--- config.mk ---
export PLATFORM = sky130hd
export DESIGN_NAME = mesh_xy_router
export DESIGN_NICKNAME = d
export VERILOG_FILES = /design/src/rtl/mesh_router_pkg.sv /design/src/rtl/mesh_xy_router_in_fifo.sv /design/src/rtl/mesh_xy_router.sv
export SDC_FILE = /design/constraint.sdc
export NUM_CORES = 2
export LEC_CHECK = 0
export CORE_ASPECT_RATIO = 0.5
export CORE_MARGIN = 2
export CORE_UTILIZATION = 38
export DETAILED_ROUTE_END_ITERATION = 8
export HOLD_SLACK_MARGIN = 0.1
export PLACE_DENSITY_LB_ADDON = 0.1
export SYNTH_ARGS = -nofsm -noshare
export SYNTH_HDL_FRONTEND = slang
export SYNTH_SLANG_ARGS = --single-unit
--- constraint.sdc ---
create_clock -name clk -period 24.1 [get_ports clk]
set_input_delay 4.82 -clock clk [delete_from_list [all_inputs] [get_ports clk]]
set_output_delay 4.82 -clock clk [all_outputs]
set_load 0.03 [all_outputs]
--- src/rtl/mesh_router_pkg.sv ---
`default_nettype none
// ============================================================================
// Module  : mesh_router_pkg
// Purpose : Shared constants and types for the 2D-mesh XY router.
//           Port indices, output direction encoding and arbiter lock state.
// Ports   : none (package)
// Revision: 1.0 - initial release
// ============================================================================
package mesh_router_pkg;

    localparam int P_L    = 0;
    localparam int P_N    = 1;
    localparam int P_E    = 2;
    localparam int P_S    = 3;
    localparam int P_W    = 4;
    localparam int NPORTS = 5;

    // Output direction; encoding matches the port index constants above.
    typedef enum logic [2:0] {
        DIR_L = 3'd0,
        DIR_N = 3'd1,
        DIR_E = 3'd2,
        DIR_S = 3'd3,
        DIR_W = 3'd4
    } dir_t;

    // Per-output arbiter state: free to grant, or held by one input
    // until that input's tail flit has been forwarded.
    typedef enum logic [0:0] {
        ARB_UNLOCKED = 1'b0,
        ARB_LOCKED   = 1'b1
    } arb_state_t;

    // The flit entry {data, last, dest} depends on module parameters, so the
    // concrete flit_entry_t struct is declared inside mesh_xy_router using
    // FLIT_WIDTH and XW+YW; this helper gives its packed width.
    function automatic int flit_entry_width(input int flit_w, input int dest_w);
        return flit_w + 1 + dest_w;
    endfunction

endpackage : mesh_router_pkg
`default_nettype wire

--- src/rtl/mesh_xy_router_in_fifo.sv ---
`default_nettype none
// ============================================================================
// Module  : router_in_fifo
// Purpose : Synchronous input FIFO with full/empty flags, one per router port.
// Ports   : clk, rst      - clock, asynchronous active-high reset
//           push_i/data_i - write strobe and entry (ignored while full)
//           pop_i/data_o  - read strobe and head entry (ignored while empty)
//           full_o/empty_o- status flags
// Revision: 1.0 - initial release
// ============================================================================
module router_in_fifo #(
    parameter int WIDTH = 8,
    parameter int DEPTH = 4
) (
    input  logic             clk,
    input  logic             rst,
    input  logic             push_i,
    input  logic [WIDTH-1:0] data_i,
    input  logic             pop_i,
    output logic [WIDTH-1:0] data_o,
    output logic             full_o,
    output logic             empty_o
);
    localparam int AW = $clog2(DEPTH);

    logic [WIDTH-1:0] mem_q [DEPTH];
    logic [AW-1:0]    wr_ptr_q, rd_ptr_q;
    logic [AW:0]      count_q;
    logic             do_push, do_pop;

    assign full_o  = (count_q == (AW+1)'(DEPTH));
    assign empty_o = (count_q == '0);
    assign do_push = push_i && !full_o;
    assign do_pop  = pop_i && !empty_o;
    assign data_o  = mem_q[rd_ptr_q];

    // Pointers wrap naturally because DEPTH is a power of two.
    always_ff @(posedge clk or posedge rst) begin
        if (rst) begin
            wr_ptr_q <= '0;
            rd_ptr_q <= '0;
            count_q  <= '0;
        end else begin
            if (do_push) wr_ptr_q <= wr_ptr_q + 1'b1;
            if (do_pop)  rd_ptr_q <= rd_ptr_q + 1'b1;
            case ({do_push, do_pop})
                2'b10:   count_q <= count_q + 1'b1;
                2'b01:   count_q <= count_q - 1'b1;
                default: count_q <= count_q;
            endcase
        end
    end

    // Storage needs no reset: contents are only observed when count_q > 0.
    always_ff @(posedge clk) begin
        if (do_push) mem_q[wr_ptr_q] <= data_i;
    end

endmodule : router_in_fifo
`default_nettype wire

--- src/rtl/mesh_xy_router.sv ---
`default_nettype none
// ============================================================================
// Module  : mesh_xy_router
// Purpose : Five-port (L,N,E,S,W) 2D-mesh router, XY dimension-ordered
//           routing, wormhole switching. Input FIFOs, per-output round-robin
//           arbiter with packet lock, registered valid/ready output stage.
// Ports   : clk, rst                          - clock, async active-high reset
//           in_valid/in_ready/in_data/in_last/in_dest  - 5 input channels
//           out_valid/out_ready/out_data/out_last/out_dest - 5 output channels
//           stat_flits                        - per-output forwarded-flit count
// Config  : MESH_ROUTER_STATS_EN - when defined, stat_flits counts output
//           handshakes (wrapping at 2^32); otherwise stat_flits is tied to 0.
// Revision: 1.0 - initial release
// ============================================================================
module mesh_xy_router
    import mesh_router_pkg::*;
#(
    parameter int FLIT_WIDTH = 64,
    parameter int FIFO_DEPTH = 4,
    parameter int XW         = 2,
    parameter int YW         = 2,
    parameter int MY_X       = 0,
    parameter int MY_Y       = 0
) (
    input  logic                            clk,
    input  logic                            rst,
    input  logic [NPORTS-1:0]               in_valid,
    output logic [NPORTS-1:0]               in_ready,
    input  logic [NPORTS*FLIT_WIDTH-1:0]    in_data,
    input  logic [NPORTS-1:0]               in_last,
    input  logic [NPORTS*(XW+YW)-1:0]       in_dest,
    output logic [NPORTS-1:0]               out_valid,
    input  logic [NPORTS-1:0]               out_ready,
    output logic [NPORTS*FLIT_WIDTH-1:0]    out_data,
    output logic [NPORTS-1:0]               out_last,
    output logic [NPORTS*(XW+YW)-1:0]       out_dest,
    output logic [NPORTS*32-1:0]            stat_flits
);
    localparam int            DW    = XW + YW;
    localparam int            EW    = flit_entry_width(FLIT_WIDTH, DW);
    localparam logic [XW-1:0] MY_XC = XW'(MY_X);
    localparam logic [YW-1:0] MY_YC = YW'(MY_Y);

    typedef struct packed {
        logic [FLIT_WIDTH-1:0] data;
        logic                  last;
        logic [DW-1:0]         dest;
    } flit_entry_t;

    flit_entry_t       head_w [NPORTS];
    logic [NPORTS-1:0] fifo_full, fifo_empty, fifo_push, fifo_pop;

    dir_t              route_cur [NPORTS];
    dir_t              route_q   [NPORTS];
    logic [NPORTS-1:0] route_vld_q;      // set while a packet body is in flight

    logic [NPORTS-1:0] req_m     [NPORTS];   // [output][input]
    logic [NPORTS-1:0] gnt_vld, xfer;
    logic [2:0]        gnt_idx   [NPORTS];
    arb_state_t        lock_q    [NPORTS];
    arb_state_t        lock_d    [NPORTS];
    logic [2:0]        owner_q   [NPORTS];
    logic [2:0]        owner_d   [NPORTS];
    logic [2:0]        rr_q      [NPORTS];
    logic [2:0]        rr_d      [NPORTS];
    int                idx;

    logic [NPORTS-1:0]     out_valid_q;
    logic [FLIT_WIDTH-1:0] out_data_q [NPORTS];
    logic                  out_last_q [NPORTS];
    logic [DW-1:0]         out_dest_q [NPORTS];

    // No bypass: a full FIFO stays not-ready even when it pops this cycle.
    assign in_ready  = ~fifo_full & {NPORTS{~rst}};
    assign fifo_push = in_valid & in_ready;

    generate
        for (genvar p = 0; p < NPORTS; p++) begin : g_in
            logic [EW-1:0] wr_w, rd_w;
            assign wr_w = {in_data[p*FLIT_WIDTH +: FLIT_WIDTH], in_last[p],
                           in_dest[p*DW +: DW]};
            router_in_fifo #(.WIDTH(EW), .DEPTH(FIFO_DEPTH)) u_fifo (
                .clk     (clk),
                .rst     (rst),
                .push_i  (fifo_push[p]),
                .data_i  (wr_w),
                .pop_i   (fifo_pop[p]),
                .data_o  (rd_w),
                .full_o  (fifo_full[p]),
                .empty_o (fifo_empty[p])
            );
            assign head_w[p] = flit_entry_t'(rd_w);
        end
    endgenerate

    // X is resolved before Y; dest is packed {y, x}.
    function automatic dir_t xy_route(input logic [DW-1:0] dest);
        logic [XW-1:0] dx;
        logic [YW-1:0] dy;
        dx = dest[XW-1:0];
        dy = dest[DW-1:XW];
        if (dx > MY_XC)      return DIR_E;
        else if (dx < MY_XC) return DIR_W;
        else if (dy > MY_YC) return DIR_N;
        else if (dy < MY_YC) return DIR_S;
        else                 return DIR_L;
    endfunction

    // Arbitration. A head flit is whatever sits at the FIFO head while no
    // packet body is in flight on that input; body flits reuse the held route.
    always_comb begin
        idx      = 0;
        fifo_pop = '0;
        for (int p = 0; p < NPORTS; p++) begin
            route_cur[p] = route_vld_q[p] ? route_q[p] : xy_route(head_w[p].dest);
        end
        for (int o = 0; o < NPORTS; o++) begin
            lock_d[o]  = lock_q[o];
            owner_d[o] = owner_q[o];
            rr_d[o]    = rr_q[o];
            gnt_vld[o] = 1'b0;
            gnt_idx[o] = '0;
            for (int p = 0; p < NPORTS; p++) begin
                req_m[o][p] = !fifo_empty[p] && (route_cur[p] == 3'(o));
            end
            if (lock_q[o] == ARB_LOCKED) begin
                gnt_vld[o] = req_m[o][owner_q[o]];
                gnt_idx[o] = owner_q[o];
            end else begin
                for (int k = 0; k < NPORTS; k++) begin
                    idx = int'(rr_q[o]) + k;
                    if (idx >= NPORTS) idx = idx - NPORTS;
                    if (!gnt_vld[o] && req_m[o][idx]) begin
                        gnt_vld[o] = 1'b1;
                        gnt_idx[o] = 3'(idx);
                    end
                end
            end
            xfer[o] = gnt_vld[o] && (!out_valid_q[o] || out_ready[o]);
            if (xfer[o]) begin
                if (head_w[gnt_idx[o]].last) begin
                    lock_d[o] = ARB_UNLOCKED;
                    rr_d[o]   = (gnt_idx[o] == 3'(NPORTS-1)) ? 3'd0 : gnt_idx[o] + 3'd1;
                end else begin
                    lock_d[o]  = ARB_LOCKED;
                    owner_d[o] = gnt_idx[o];
                end
            end
        end
        for (int o = 0; o < NPORTS; o++) begin
            for (int p = 0; p < NPORTS; p++) begin
                if (xfer[o] && gnt_idx[o] == 3'(p)) fifo_pop[p] = 1'b1;
            end
        end
    end

    always_ff @(posedge clk or posedge rst) begin
        if (rst) begin
            out_valid_q <= '0;
            route_vld_q <= '0;
            for (int o = 0; o < NPORTS; o++) begin
                lock_q[o]     <= ARB_UNLOCKED;
                owner_q[o]    <= '0;
                rr_q[o]       <= '0;
                out_data_q[o] <= '0;
                out_last_q[o] <= 1'b0;
                out_dest_q[o] <= '0;
                route_q[o]    <= DIR_L;
            end
        end else begin
            for (int o = 0; o < NPORTS; o++) begin
                lock_q[o]  <= lock_d[o];
                owner_q[o] <= owner_d[o];
                rr_q[o]    <= rr_d[o];
                if (xfer[o]) begin
                    out_valid_q[o] <= 1'b1;
                    out_data_q[o]  <= head_w[gnt_idx[o]].data;
                    out_last_q[o]  <= head_w[gnt_idx[o]].last;
                    out_dest_q[o]  <= head_w[gnt_idx[o]].dest;
                end else if (out_ready[o]) begin
                    out_valid_q[o] <= 1'b0;
                end
            end
            for (int p = 0; p < NPORTS; p++) begin
                if (fifo_pop[p]) begin
                    route_q[p]     <= route_cur[p];
                    route_vld_q[p] <= !head_w[p].last;
                end
            end
        end
    end

    assign out_valid = out_valid_q;

    generate
        for (genvar o = 0; o < NPORTS; o++) begin : g_out
            assign out_data[o*FLIT_WIDTH +: FLIT_WIDTH] = out_data_q[o];
            assign out_last[o]                          = out_last_q[o];
            assign out_dest[o*DW +: DW]                 = out_dest_q[o];
        end
    endgenerate

`ifdef MESH_ROUTER_STATS_EN
    logic [31:0] stat_q [NPORTS];

    always_ff @(posedge clk or posedge rst) begin
        if (rst) begin
            for (int o = 0; o < NPORTS; o++) stat_q[o] <= '0;
        end else begin
            for (int o = 0; o < NPORTS; o++) begin
                if (out_valid_q[o] && out_ready[o]) stat_q[o] <= stat_q[o] + 32'd1;
            end
        end
    end

    generate
        for (genvar o = 0; o < NPORTS; o++) begin : g_stat
            assign stat_flits[o*32 +: 32] = stat_q[o];
        end
    endgenerate
`else
    assign stat_flits = '0;
`endif

endmodule : mesh_xy_router
`default_nettype wire

-- After elaboration in Yosys (flattened, before gate mapping)
Memories as Yosys holds them, arrays and structs flattened.
Index checks and enable logic that the tools add are counted.
- add/sub/neg operators: 70
- magnitude comparators: 80
- equality and inequality tests: 55
- mux-type cells: 315
- bitwise logic cells: 14
- reduce and logical (&&, ||, !) cells: 165
- operator list (operator ; count):
    $mux W32 ; 50
    $bmux W69 S3 ; 5
    $lt A32 B5 Y1 const B ; 25
    $mux W69 ; 10
    $mux W1 ; 155
    $mux W3 ; 51
    $sub A4 B3 Y5 const B ; 20
    $bmux W1 S3 ; 30
    $logic_and A1 B1 Y1 ; 85
    $ge A4 B3 Y1 const B ; 20
    $eq A3 B2 Y1 const B ; 20
    $eq A3 B3 Y1 const B ; 15
    $logic_not A3 Y1 ; 15
    $add A3 B2 Y4 const B ; 10
    $logic_not A1 Y1 ; 40
    $add A3 B1 Y3 const B ; 10
    $eq A3 B1 Y1 const B ; 10
    $pmux W3 S2 ; 5
    $add A2 B1 Y2 const B ; 10
    $add A3 B1 Y4 const B ; 5
    $add A3 B3 Y4 const B ; 5
    $ge A4 B4 Y1 const B ; 5
    $gt A2 B1 Y1 const B ; 10
    $lt A2 B1 Y1 const B ; 10
    14 further kinds ; 78
- bits in registers: 440
- RAM bits: 1380
- input port bits: 357
- output and inout port bits: 515
- word-level logic and storage cells: 764
- memories kept: 5
- memory list (name ; depth ; bits a word ; rd ports ; clocked after memory_dff ; wr ports ; RTL line ; RTL):
    g_in[0].u_fifo.mem_q ; 4 ; 69 ; 1 ; 0 ; 1 ; mesh_xy_router_in_fifo.sv:26 ; logic [WIDTH-1:0] mem_q [DEPTH];
    g_in[1].u_fifo.mem_q ; 4 ; 69 ; 1 ; 0 ; 1 ; mesh_xy_router_in_fifo.sv:26 ;
    g_in[2].u_fifo.mem_q ; 4 ; 69 ; 1 ; 0 ; 1 ; mesh_xy_router_in_fifo.sv:26 ;
    g_in[3].u_fifo.mem_q ; 4 ; 69 ; 1 ; 0 ; 1 ; mesh_xy_router_in_fifo.sv:26 ;
    g_in[4].u_fifo.mem_q ; 4 ; 69 ; 1 ; 0 ; 1 ; mesh_xy_router_in_fifo.sv:26 ;

-- Logic depth before layout (Yosys ltp)
An unclocked memory read counts as a cell.
- depth in word-level cells: 40
- depth in mapped cells: 30
- gate-level depth less buffers: 25

-- Cells and area by module
From an unflattened synthesis, not the netlist that was laid out.
- cells, all modules: 6711
- area, all modules: 88997.9 um^2
- modules (own cells, without submodules) (module ; instances ; cells an instance ; area each (um^2) ; sequential area each (um^2)):
    router_in_fifo ; 5 ; 399 ; 10461.3 ; 8463.1
    mesh_xy_router ; 1 ; 4716 ; 36691.4 ; 10134.7

-- Worst setup path after synthesis
No wires, ideal clock.
- path type: input -> output
- start: input rst
- end: output in_ready[0]
- arrival time: 5.453 ns
- data required time: 19.280 ns
- path slack: 13.827 ns
- stages on the path: 1
- buffers on the path: 0
- cells stage by stage: a31oi_1
- longest elaborated chain between the ends: 2
- ends and longest elaborated chain (what ; RTL line ; RTL):
    from (decl) ; mesh_xy_router.sv:26 ; input logic rst,
    $not A1 Y1 ; mesh_xy_router.sv:74 ; assign in_ready = ~fifo_full & {NPORTS{~rst}};
    $and A5 B5 Y5 ; mesh_xy_router.sv:74 ;
    to (decl) ; mesh_xy_router.sv:28 ; output logic [NPORTS-1:0] in_ready,
Every way passes these cells.

-- Final worst setup path
- start: input rst
- end: output in_ready[1]
The elaborated chain is that of the path after synthesis.

==> impl_metrics.toml <==
[outcome]
result_of_the_run = "complete, no violations"

[floorplanning]
core-area_sq_mm = 0.228
die_area_sq_mm = 0.234
placementRows = 124
initial_utilization = 0.382
io_pins = 872
die_y_microns = 343
die_w_microns = 682

[clock_tree]
depth_of_the_cts_h_tree = 4
cts_tree = "yes"
clockRootBuffer = "clkbuf_16"
clk_path_buf_depth = 4
numClockSinks = 1820
cts_setup_buffers = 0
clock_insertion_delay_worst_skew_ns = 0.84
num_cts_buffers = 184
postCtsResizedCells = 0
clkSlewWorstSetupHoldPaths_ns = 0.06
post_cts_hold_buffer_count = 0

[drt]
top_layer_in_use = "met5"
route.detailed.vias_per_inst = 6.17
routedLengthMet1_microns = 139000
avgRoutedWirePerCell_microns = 34.5
antenna_left = 0
number_of_iterations_in_the_first_detailed_routing_pass = 8
vias = 62886
drt_total_wl_microns = 352000
met3RoutedLength_microns = 30000
drt_first_iter_violations = 8425
detail_route.drc_violations = 0
met2_wirelength_microns = 164000

[yosys]
synth.lib_cells_used.distinct = 103
cell_type_contributing_the_most_total_cell_area_after_synthesis = "edfxtp_1"
synth_instances = 6325
yosys_most_used_dff = "edfxtp_1"
syn_area_per_cell_sq_um = 13.8
synth_most_common_cell = "edfxtp_1"
synth.cell_area_sq_mm = 0.0872
part_of_the_yosys_area_used_for_sequential_elements = 0.601
async_reset_ff_frac = 0.242
synth-seq-cells = 1820
commonest_cells_post_synth = "edfxtp_1 (1380), nand2_1 (623), mux4_2 (445)"
post_synth_edffs = 1380
post_synth_main_area_contributors = "edfxtp_1 (47%), dfrtp_1 (13%), mux4_2 (11%)"
synth_top_cell_area_share = 0.475
ys.warnings.count = 0

[layout]
drive_gt1_frac = 0.138
nNetsFinal = 7365
area_growth_pct = 18.4
filler_cell_count = 20331

[sta]
setup_viol_count_final = 0
worst-slew-pin-transition_ns = 1.24
period_needed_ns = 11.61
achievable-frequency_mhz = 86.2
timing_max_transition_violations_final = 0
final.setup.tns_ns = 0
share_of_the_cycle_needed_by_the_critical_path_after_routing = 0.482
timing.max_slew.rel_slack = 0.176
finClkSkew_ns = 0.0317
finalHoldViolations = 0
rsz0062_at_grt = "no"

[global_routing]
pin_count_of_the_biggest_net_entering_global_routing = 142
antenna_violations_before_repair = 113
grt_first_pass_wirelength_microns = 482000
number_of_global_route_vias_before_repair = 61016
grt_remaining_overflow = 0
grt_usage = 0.294

[job]
max_capacitance_violation_count = 0

[placement]
port_buffers = 711
gp_congestion = 0.863
dp_hpwl_microns = 228000

[min_path]
hold_depth = 2
worst_min_path_class = "flop to flop"

[setup_path]
end_kind = "output pin"
critical_path.startpoint_type = "input port"
cp_data_required_time_ns = 19.28
worst_r2r_path_depth = 22
critical_path_class = "input port to output pin"
worst-endpoint-arrival_ns = 6.79
worstPathMaxFanout = 6
-- worst max-delay path, stage by stage --
cell and delay [ns]:
clkdlybuf4s50_1 0.41, buf_4 0.22, a31oi_1 0.45, clkdlybuf4s50_1 0.86
-- through the flow --
stage          instances  area (sq um)   util  setup WS [ns]  hold slack (ns)
2_1_floorplan       6484         87800      -           7.02            0.476
3_3_place_gp        9790         97100  0.425          12.52            0.471
3_5_place_dp        9792         97100  0.425          12.49            0.470
4_1_cts            10121        103000  0.451          12.48            0.484
5_1_grt            10184        103000  0.452          12.39            0.505
6_report           10190        103000  0.452          12.49            0.482
-- cell families (layout without fill, tap and decap cells) --
kind of cell	Yosys count	count (layout)	synth area share
multiplexers	738	738	0.149
flip-flops	1820	1820	0.601
XOR/XNOR	58	58	0.00582
AND/OR/NAND/NOR	1550	1550	0.0828
buffers and inverters	716	1266	0.0392
other	1	229	0.0000430
adder cells (fa/ha/maj)	117	117	0.0172
AO/OA/AOI/OAI	1325	1325	0.105
-- per-layer routing --
layer | GRT usage | vias to the layer above
met5 | 0 | -
met4 | 0.148 | 20
met3 | 0.0544 | 932
met2 | 0.466 | 3780
met1 | 0.389 | 32618
li1 | - | 25536
-- flip-flops by register name (all words and copies together), names as in the netlist --
register / cells
route_vld_q: 5
owner_q: 15
out_last: 5
g_in.u_fifo.wr_ptr_q: 10
g_in.u_fifo.count_q: 15
rr_q: 15
g_in.u_fifo.rd_ptr_q: 10
route_q: 15
lock_q: 5
out_data: 320
g_in.u_fifo.mem_q: 1380
out_valid: 5
out_dest: 20
-- layout make-up --
class                           instances  area, sq um  area share
Sequential cell                      1820        52500       0.508
Multi-Input combinational cell       3948        32300       0.312
Timing Repair Buffer                  824         8040      0.0779
Clock buffer                          248         5070      0.0491
Tap cell                             3087         3860      0.0374
Clock inverter                         81          921     0.00892
Inverter                              113          458     0.00443
Antenna cell                           69          173     0.00167
-- layout by cell type, fill, tap and decap left out, types with 43 or more instances in the layout --
cell type        Yosys  routed
clkbuf_16            0     189
inv_1              100      96
a31oi_1            139     139
and3_1              63      43
buf_4              178     106
nand2_1            623     620
o22ai_1             66      66
a211oi_1           160     160
mux2i_1            263     263
conb_1               1     160
o21ai_0            230     230
edfxtp_1          1380    1380
a21oi_1            220     218
dfrtp_1            440     430
and2_1              83      81
nor2_1             312     310
nand3_1            237     237
a22oi_1            101     101
mux4_2             445     445
diode_2              0      69
o2bb2ai_1           68      67
clkbuf_1           343      47
a221o_1             67      67
a22o_1              53      53
clkdlybuf4s50_1      0     711
ha_1               112     112
-- worst paths after layout --
| kind | from | slack, ns | to |
|---|---|---|---|
| worst min-delay path | out_data[107] | 0.48 | out_data[107] |
| worst min register to register | out_data[107] | 0.48 | out_data[107] |
| worst max-delay path | rst | 12.49 | in_ready[1] |
| min in group asynchronous | rst | 4.69 | g_in[1].u_fifo.rd_ptr_q[1] |
| worst max register to register | g_in[1].u_fifo.rd_ptr_q[0] | 15.45 | g_in[0].u_fifo.count_q[1] |
| max in group asynchronous | rst | 17.08 | out_data[45] |
Power is not shown: default switching activity piles up to over one toggle a cycle in this logic, so the estimate is an artifact.
